## config.mk

```make
export PLATFORM = sky130hd
export DESIGN_NAME = i2s_adc_rx_flat
export DESIGN_NICKNAME = d
export VERILOG_FILES = /design/src/rtl/i2s_adc_rx_if.sv /design/src/rtl/i2s_adc_rx.sv /design/src/flat_wrapper.sv
export SDC_FILE = /design/constraint.sdc
export NUM_CORES = 1
export LEC_CHECK = 0
export ABC_AREA = 1
export BUFFER_PORTS_ARGS = -buffer_cell sky130_fd_sc_hd__clkbuf_2
export CAP_MARGIN = 25
export CORE_MARGIN = 2
export CORE_UTILIZATION = 40
export CTS_CLUSTER_SIZE = 40
export DETAILED_ROUTE_END_ITERATION = 10
export PLACE_DENSITY = 0.63
export SYNTH_ARGS = -nofsm -noshare
export SYNTH_HDL_FRONTEND = slang
export SYNTH_SLANG_ARGS = --single-unit
```

## constraint.sdc

```tcl
create_clock -name CLOCK -period 3 [get_ports CLOCK]
set_input_delay 0.45 -clock CLOCK [delete_from_list [all_inputs] [get_ports CLOCK]]
set_output_delay 0.45 -clock CLOCK [all_outputs]
set_load 0.02 [all_outputs]
```

## src/rtl/i2s_adc_rx_if.sv

```systemverilog
// Parallel stereo sample bus leaving the I2S capture front end.
// The producer holds one frame; the consumer takes it on VALID && READY.
interface i2s_adc_rx_if #(
   parameter int unsigned DATA_WIDTH = 16
);
   logic [DATA_WIDTH-1:0] SAMPLE_L;
   logic [DATA_WIDTH-1:0] SAMPLE_R;
   logic                  SAMPLE_VALID;
   logic                  SAMPLE_READY;
   logic                  OVERRUN;

   modport master (
      output SAMPLE_L,
      output SAMPLE_R,
      output SAMPLE_VALID,
      output OVERRUN,
      input  SAMPLE_READY
   );

   modport slave (
      input  SAMPLE_L,
      input  SAMPLE_R,
      input  SAMPLE_VALID,
      input  OVERRUN,
      output SAMPLE_READY
   );
endinterface

```

## src/rtl/i2s_adc_rx.sv

```systemverilog
// Oversampling I2S receiver: syncs the codec ADC pins into CLOCK, deserializes
// left/right words and presents complete frames on a one-entry output register.
module i2s_adc_rx #(
   parameter int unsigned DATA_WIDTH = 16
) (
   input  logic         CLOCK,
   input  logic         RESET,
   input  logic         EN,
   input  logic         AUD_BCLK,
   input  logic         AUD_ADCLRCK,
   input  logic         AUD_ADCDAT,
   i2s_adc_rx_if.master smp
);

   localparam int unsigned CNT_W = $clog2(DATA_WIDTH + 1);
   localparam logic        LEFT  = 1'b0;
   localparam logic        RIGHT = 1'b1;

   typedef enum logic [1:0] {
      ST_SYNC,
      ST_SKIP,
      ST_SHIFT,
      ST_WAIT
   } state_t;

   logic bclk_s1, bclk_s2, bclk_d;
   logic lrck_s1, lrck_s2, lrck_d;
   logic dat_s1, dat_s2, dat_d;

   logic bclk_rise, lrck_rise, lrck_fall, lrck_edge;
   logic edge_contra;

   state_t                state;
   logic                  chan;
   logic [DATA_WIDTH-1:0] shreg;
   logic [CNT_W-1:0]      cnt;
   logic [DATA_WIDTH-1:0] shift_next;

   logic                  fin_c;
   logic [DATA_WIDTH-1:0] fin_word_c;

   logic [DATA_WIDTH-1:0] hold_l;
   logic [DATA_WIDTH-1:0] frame_l;
   logic [DATA_WIDTH-1:0] frame_r;
   logic                  frame_done;

   logic [DATA_WIDTH-1:0] sample_l;
   logic [DATA_WIDTH-1:0] sample_r;
   logic                  sample_valid;
   logic                  overrun;

   // Two-flop synchronizers plus one delay stage for edge detection
   always_ff @(posedge CLOCK) begin
      if (RESET) begin
         bclk_s1 <= 1'b0;
         bclk_s2 <= 1'b0;
         bclk_d  <= 1'b0;
         lrck_s1 <= 1'b0;
         lrck_s2 <= 1'b0;
         lrck_d  <= 1'b0;
         dat_s1  <= 1'b0;
         dat_s2  <= 1'b0;
         dat_d   <= 1'b0;
      end else begin
         bclk_s1 <= AUD_BCLK;
         bclk_s2 <= bclk_s1;
         bclk_d  <= bclk_s2;
         lrck_s1 <= AUD_ADCLRCK;
         lrck_s2 <= lrck_s1;
         lrck_d  <= lrck_s2;
         dat_s1  <= AUD_ADCDAT;
         dat_s2  <= dat_s1;
         dat_d   <= dat_s2;
      end
   end

   assign bclk_rise  = bclk_s2 & ~bclk_d;
   assign lrck_rise  = lrck_s2 & ~lrck_d;
   assign lrck_fall  = ~lrck_s2 & lrck_d;
   assign lrck_edge  = lrck_rise | lrck_fall;
   assign shift_next = {shreg[DATA_WIDTH-2:0], dat_d};

   // A rise ends a left word and a fall ends a right word; anything else is out of step
   assign edge_contra = (chan == LEFT) ? lrck_fall : lrck_rise;

   // Word completion: full-length word, or short word left-aligned on an LRCK edge
   always_comb begin
      fin_c      = 1'b0;
      fin_word_c = '0;
      if (EN && (state == ST_SHIFT)) begin
         if (lrck_edge) begin
            if (!edge_contra) begin
               fin_c      = 1'b1;
               fin_word_c = shreg << (CNT_W'(DATA_WIDTH) - cnt);
            end
         end else if (bclk_rise && (cnt == CNT_W'(DATA_WIDTH - 1))) begin
            fin_c      = 1'b1;
            fin_word_c = shift_next;
         end
      end
   end

   // Capture state machine
   always_ff @(posedge CLOCK) begin
      if (RESET || !EN) begin
         state <= ST_SYNC;
         chan  <= LEFT;
         shreg <= '0;
         cnt   <= '0;
      end else begin
         case (state)
            ST_SYNC: begin
               if (lrck_fall) begin
                  state <= ST_SKIP;
                  chan  <= LEFT;
               end
            end
            ST_SKIP: begin
               if (lrck_edge) begin
                  chan <= lrck_rise ? RIGHT : LEFT;
               end else if (bclk_rise) begin
                  shreg <= '0;
                  cnt   <= '0;
                  state <= ST_SHIFT;
               end
            end
            ST_SHIFT: begin
               if (lrck_edge) begin
                  state <= ST_SKIP;
                  chan  <= edge_contra ? LEFT : ~chan;
               end else if (bclk_rise) begin
                  shreg <= shift_next;
                  cnt   <= cnt + CNT_W'(1);
                  if (cnt == CNT_W'(DATA_WIDTH - 1)) begin
                     state <= ST_WAIT;
                  end
               end
            end
            ST_WAIT: begin
               if (lrck_edge) begin
                  state <= ST_SKIP;
                  chan  <= edge_contra ? LEFT : ~chan;
               end
            end
            default: begin
               state <= ST_SYNC;
               chan  <= LEFT;
            end
         endcase
      end
   end

   // Pair the held left word with the right word into a frame
   always_ff @(posedge CLOCK) begin
      if (RESET) begin
         hold_l     <= '0;
         frame_l    <= '0;
         frame_r    <= '0;
         frame_done <= 1'b0;
      end else begin
         frame_done <= 1'b0;
         if (fin_c) begin
            if (chan == LEFT) begin
               hold_l <= fin_word_c;
            end else begin
               frame_l    <= hold_l;
               frame_r    <= fin_word_c;
               frame_done <= 1'b1;
            end
         end
      end
   end

   // One-entry output register with sticky overrun on a dropped frame
   always_ff @(posedge CLOCK) begin
      if (RESET) begin
         sample_l     <= '0;
         sample_r     <= '0;
         sample_valid <= 1'b0;
         overrun      <= 1'b0;
      end else begin
         if (frame_done) begin
            if (!sample_valid || smp.SAMPLE_READY) begin
               sample_l     <= frame_l;
               sample_r     <= frame_r;
               sample_valid <= 1'b1;
            end
         end else if (sample_valid && smp.SAMPLE_READY) begin
            sample_valid <= 1'b0;
         end

         if (!EN) begin
            overrun <= 1'b0;
         end else if (frame_done && sample_valid && !smp.SAMPLE_READY) begin
            overrun <= 1'b1;
         end
      end
   end

   assign smp.SAMPLE_L     = sample_l;
   assign smp.SAMPLE_R     = sample_r;
   assign smp.SAMPLE_VALID = sample_valid;
   assign smp.OVERRUN      = overrun;

endmodule

```

## src/flat_wrapper.sv

```systemverilog
// flat-port wrapper written by rule: the top's interface ports become plain ports
module i2s_adc_rx_flat 
#(
   parameter int unsigned DATA_WIDTH = 16
)
  (CLOCK, RESET, EN, AUD_BCLK, AUD_ADCLRCK, AUD_ADCDAT, smp_SAMPLE_L, smp_SAMPLE_R, smp_SAMPLE_VALID, smp_OVERRUN, smp_SAMPLE_READY);
  i2s_adc_rx_if #(.DATA_WIDTH(DATA_WIDTH)) smp_i ();
  input  logic CLOCK;
  input  logic RESET;
  input  logic EN;
  input  logic AUD_BCLK;
  input  logic AUD_ADCLRCK;
  input  logic AUD_ADCDAT;
  output wire logic [$bits(smp_i.SAMPLE_L)-1:0] smp_SAMPLE_L;
  output wire logic [$bits(smp_i.SAMPLE_R)-1:0] smp_SAMPLE_R;
  output wire logic [$bits(smp_i.SAMPLE_VALID)-1:0] smp_SAMPLE_VALID;
  output wire logic [$bits(smp_i.OVERRUN)-1:0] smp_OVERRUN;
  input wire logic [$bits(smp_i.SAMPLE_READY)-1:0] smp_SAMPLE_READY;
  assign smp_SAMPLE_L = smp_i.SAMPLE_L;
  assign smp_SAMPLE_R = smp_i.SAMPLE_R;
  assign smp_SAMPLE_VALID = smp_i.SAMPLE_VALID;
  assign smp_OVERRUN = smp_i.OVERRUN;
  assign smp_i.SAMPLE_READY = smp_SAMPLE_READY;
  i2s_adc_rx #(.DATA_WIDTH(DATA_WIDTH)) u_core (.CLOCK(CLOCK), .RESET(RESET), .EN(EN), .AUD_BCLK(AUD_BCLK), .AUD_ADCLRCK(AUD_ADCLRCK), .AUD_ADCDAT(AUD_ADCDAT), .smp(smp_i));
endmodule
```

==> impl_results.md <==
* 1st-pass router iterations at 5
* Antenna diodes at 0
* Worst flop-to-flop path startpoint: u_core.cnt[1]
* Setup WS post-layout at 0.534 ns
* Largest net degree at the start of global routing at 78
* Static Leakage at 2.54 nW
* Top post-synthesis cells by area: dfxtp_1 44%, nand3_1 7.2%, nand2_1 7.0%
* Htree depth at 4
* DRC Markers at 0
* Post-cts gate resize count at 0
* Share of post-route cells with drive strength above 1 at 13.7%
* Post-DP HPWL at 9340 microns
* Final Power at 3.72 mW
* CTS sink cnt at 116
* Synth warn at 0
* DP Worst Slack at 0.566 ns
* Hold Path Class: in2reg
* Status: finished, final reports clean
* Finished Cell Area at 0.00607 sq mm
* Nets at 743
* Hold Worst Slack at 0.215 ns
* MaxCap Viol Count at 0
* CP endpoint kind: flop
* Die Height at 118 microns
* Starting Density at 41.2%
* Top-area cell type share of the netlist area at 44.5%
* Hold violation count in the final report at 0
* First-pass GRT wire length at 21100 microns
* Most frequent cells in the layout: 116 x dfxtp_1, 97 x nand2_1, 83 x inv_1
* Fin crit share at 82.2%
* Core area at 0.0127 sq mm
* Path depth of the worst reg2reg path at 13
* RSZ-0062 raised after global routing: false
* Crit Path Max Fanout at 16
* Worst-margin pin slew at 0.804 ns
* Total Routing Usage GR at 18.9%
* Library cells used by synthesis at 36
* Clock Tree Root: clkbuf_16
* Mean Syn Cell Area at 7.50 sq um
* Grt total ovfl at 0
* Final setup viols at 0
* Initial antenna violation count at 0
* Mapped Cells at 696
* CTS tree: built
* Reg2reg end: u_core.hold_l[9]
* Most common cell after layout, fill and taps aside: dfxtp_1
* Syn_nets at 714
* Slew Viols, Final at 0
* Clk_skew at 0.00696 ns
* Post-synthesis sequential area ratio at 44.5%
* Post-route ant nets at 0
* Post-DR vias/cell at 5.08
* Reg-to-reg setup timing slack at 0.53 ns
* Cell area after synthesis at 0.00522 sq mm
* Total CTS buffers at 17
* Worst Hold Path EP: u_core.dat_s1
* Initial drt markers at 313
* Top Ports at 41
* # hold bufs at CTS at 0
* Postcts setup bufs at 0
* FF+latch count, synth at 116
* Clock-pin slew on the worst setup and hold paths at 0.05 ns
* Worst Setup Start Kind: flop
* Peak supply drop at 0.000405 V
* CTS Buffer Depth at 2
* Critical Path RT at 3.34 ns
* Hold Path Depth at 3
* Max_slew headroom at 46.3%
* Minimum clock period at 2.47 ns
* Post-synth top area cell: dfxtp_1
* Std cell rows at 41
* Critical-path cell list: ha_1 -> inv_1 -> nor3_1 -> ha_1 -> inv_1 -> nor2_4 -> nand2_2 -> nand2_2 -> nand2_4 -> nor2_4 -> buf_4 -> o21ai_1 -> a21oi_1
* Avg WL per Cell at 14.2 microns
* Critical Path AT at 2.81 ns
* I/O Buffers at 40
* Area Growth Syn to Fin at 16.3%
* Die area at 0.0140 sq mm
* Max Freq at 0.406 GHz
* Final WL at 13000 microns
* WS Path Type: reg2reg
* Max stage delay on crit path at 0.35 ns
* Final GP Congestion at 0.837
* PwrDens at 613 mW/mm^2
* DR vias at 4625
* Vias in the first global route at 4343
* Hold_sp: AUD_ADCDAT
* Setup TNS at 0 ns
* Insertion delay to the later sink of the worst-skew pair at 0.42 ns
* Die width at 118 microns
* Worst-path cell with the longest stage delay: dfxtp_1
* Placed inst area at 0.00548 sq mm
==> worst max-delay path: cells and delay by family (launching register included) <==
family	cells	cell delay, ns
simple gates	6	1.06
fa+ha+maj	2	0.38
flops	1	0.35
buf+inv	3	0.34
compound gates	2	0.25
==> area by class of cell <==
cell class | count | area (sq um)
Multi-Input combinational cell | 450 | 2320
Sequential cell | 116 | 2320
Clock buffer | 21 | 460
Tap cell | 172 | 215
Clock inverter | 11 | 126
Inverter | 88 | 333
Timing Repair Buffer | 52 | 290
Fill cell | 1283 | 6600
==> worst max path at each step <==
stage	from	end
final	u_core.cnt[1]	u_core.hold_l[9]
after floorplan	u_core.cnt[0]	u_core.hold_l[5]
after global placement	u_core.cnt[0]	u_core.frame_r[7]
after detailed placement	u_core.cnt[0]	u_core.hold_l[7]
after CTS	u_core.cnt[1]	u_core.hold_l[9]
after global routing	u_core.cnt[0]	u_core.frame_r[7]
==> where the power goes <==
| part | leakage (nW) | internal, mW | switching, mW |
|---|---|---|---|
| Combinational | 1.33 | 0.0550 | 0.128 |
| Clock | 0.276 | 1.27 | 0.702 |
| Sequential | 0.936 | 1.56 | 0.0136 |
| Total | 2.54 | 2.88 | 0.844 |
==> logic make-up after synthesis <==
family,Yosys count,synth area share [%]
AOI/OAI and AO/OA,189,20.0
xor gates and xnor gates,2,0.480
adders and majority gates,11,2.64
buffers and inverters,130,11.0
DFF,116,44.5
and+or+nand+nor,248,21.3
==> routing by layer <==
| layer | GRT usage, % | vias to the layer above | share of wire (%) |
|---|---|---|---|
| li1 | - | 2366 | - |
| met1 | 23.7 | 2125 | 47 |
| met2 | 30.2 | 113 | 47 |
| met5 | 0 | - | 0 |
| met3 | 5.74 | 21 | 3.9 |
| met4 | 7.76 | 0 | 2.2 |
==> stage by stage <==
stage          instances  utilization, %
2_1_floorplan        696               -
4_1_cts              910            47.9
5_1_grt              910            47.9
6_report             910            47.9
3_3_place_gp         878            43.3
3_5_place_dp         878            43.3
==> sequential cells by signal, indices dropped and copies added, names as in the netlist, 2 cells and up <==
register             flops
u_core.state             2
u_core.hold_l           16
u_core.frame_l          16
u_core.frame_r          16
u_core.smp.SAMPLE_R     16
u_core.smp.SAMPLE_L     16
u_core.shreg            16
u_core.cnt               5
==> cell usage after synthesis (all sizes together) <==
cell type and n:
o21bai 1, a31oi 1, clkinv 1, a211oi 2, nand3 77, o211ai 4
o21a 7, buf 21, ha 11, dfxtp 116, nand2 102, xor2 1
nor3 5, inv 87, xnor2 1, o21ai 89, nand4 2, or2 1
a221oi 17, a21oi 68, nor2 61, clkbuf 21
Power figures use the tool's default switching activity.
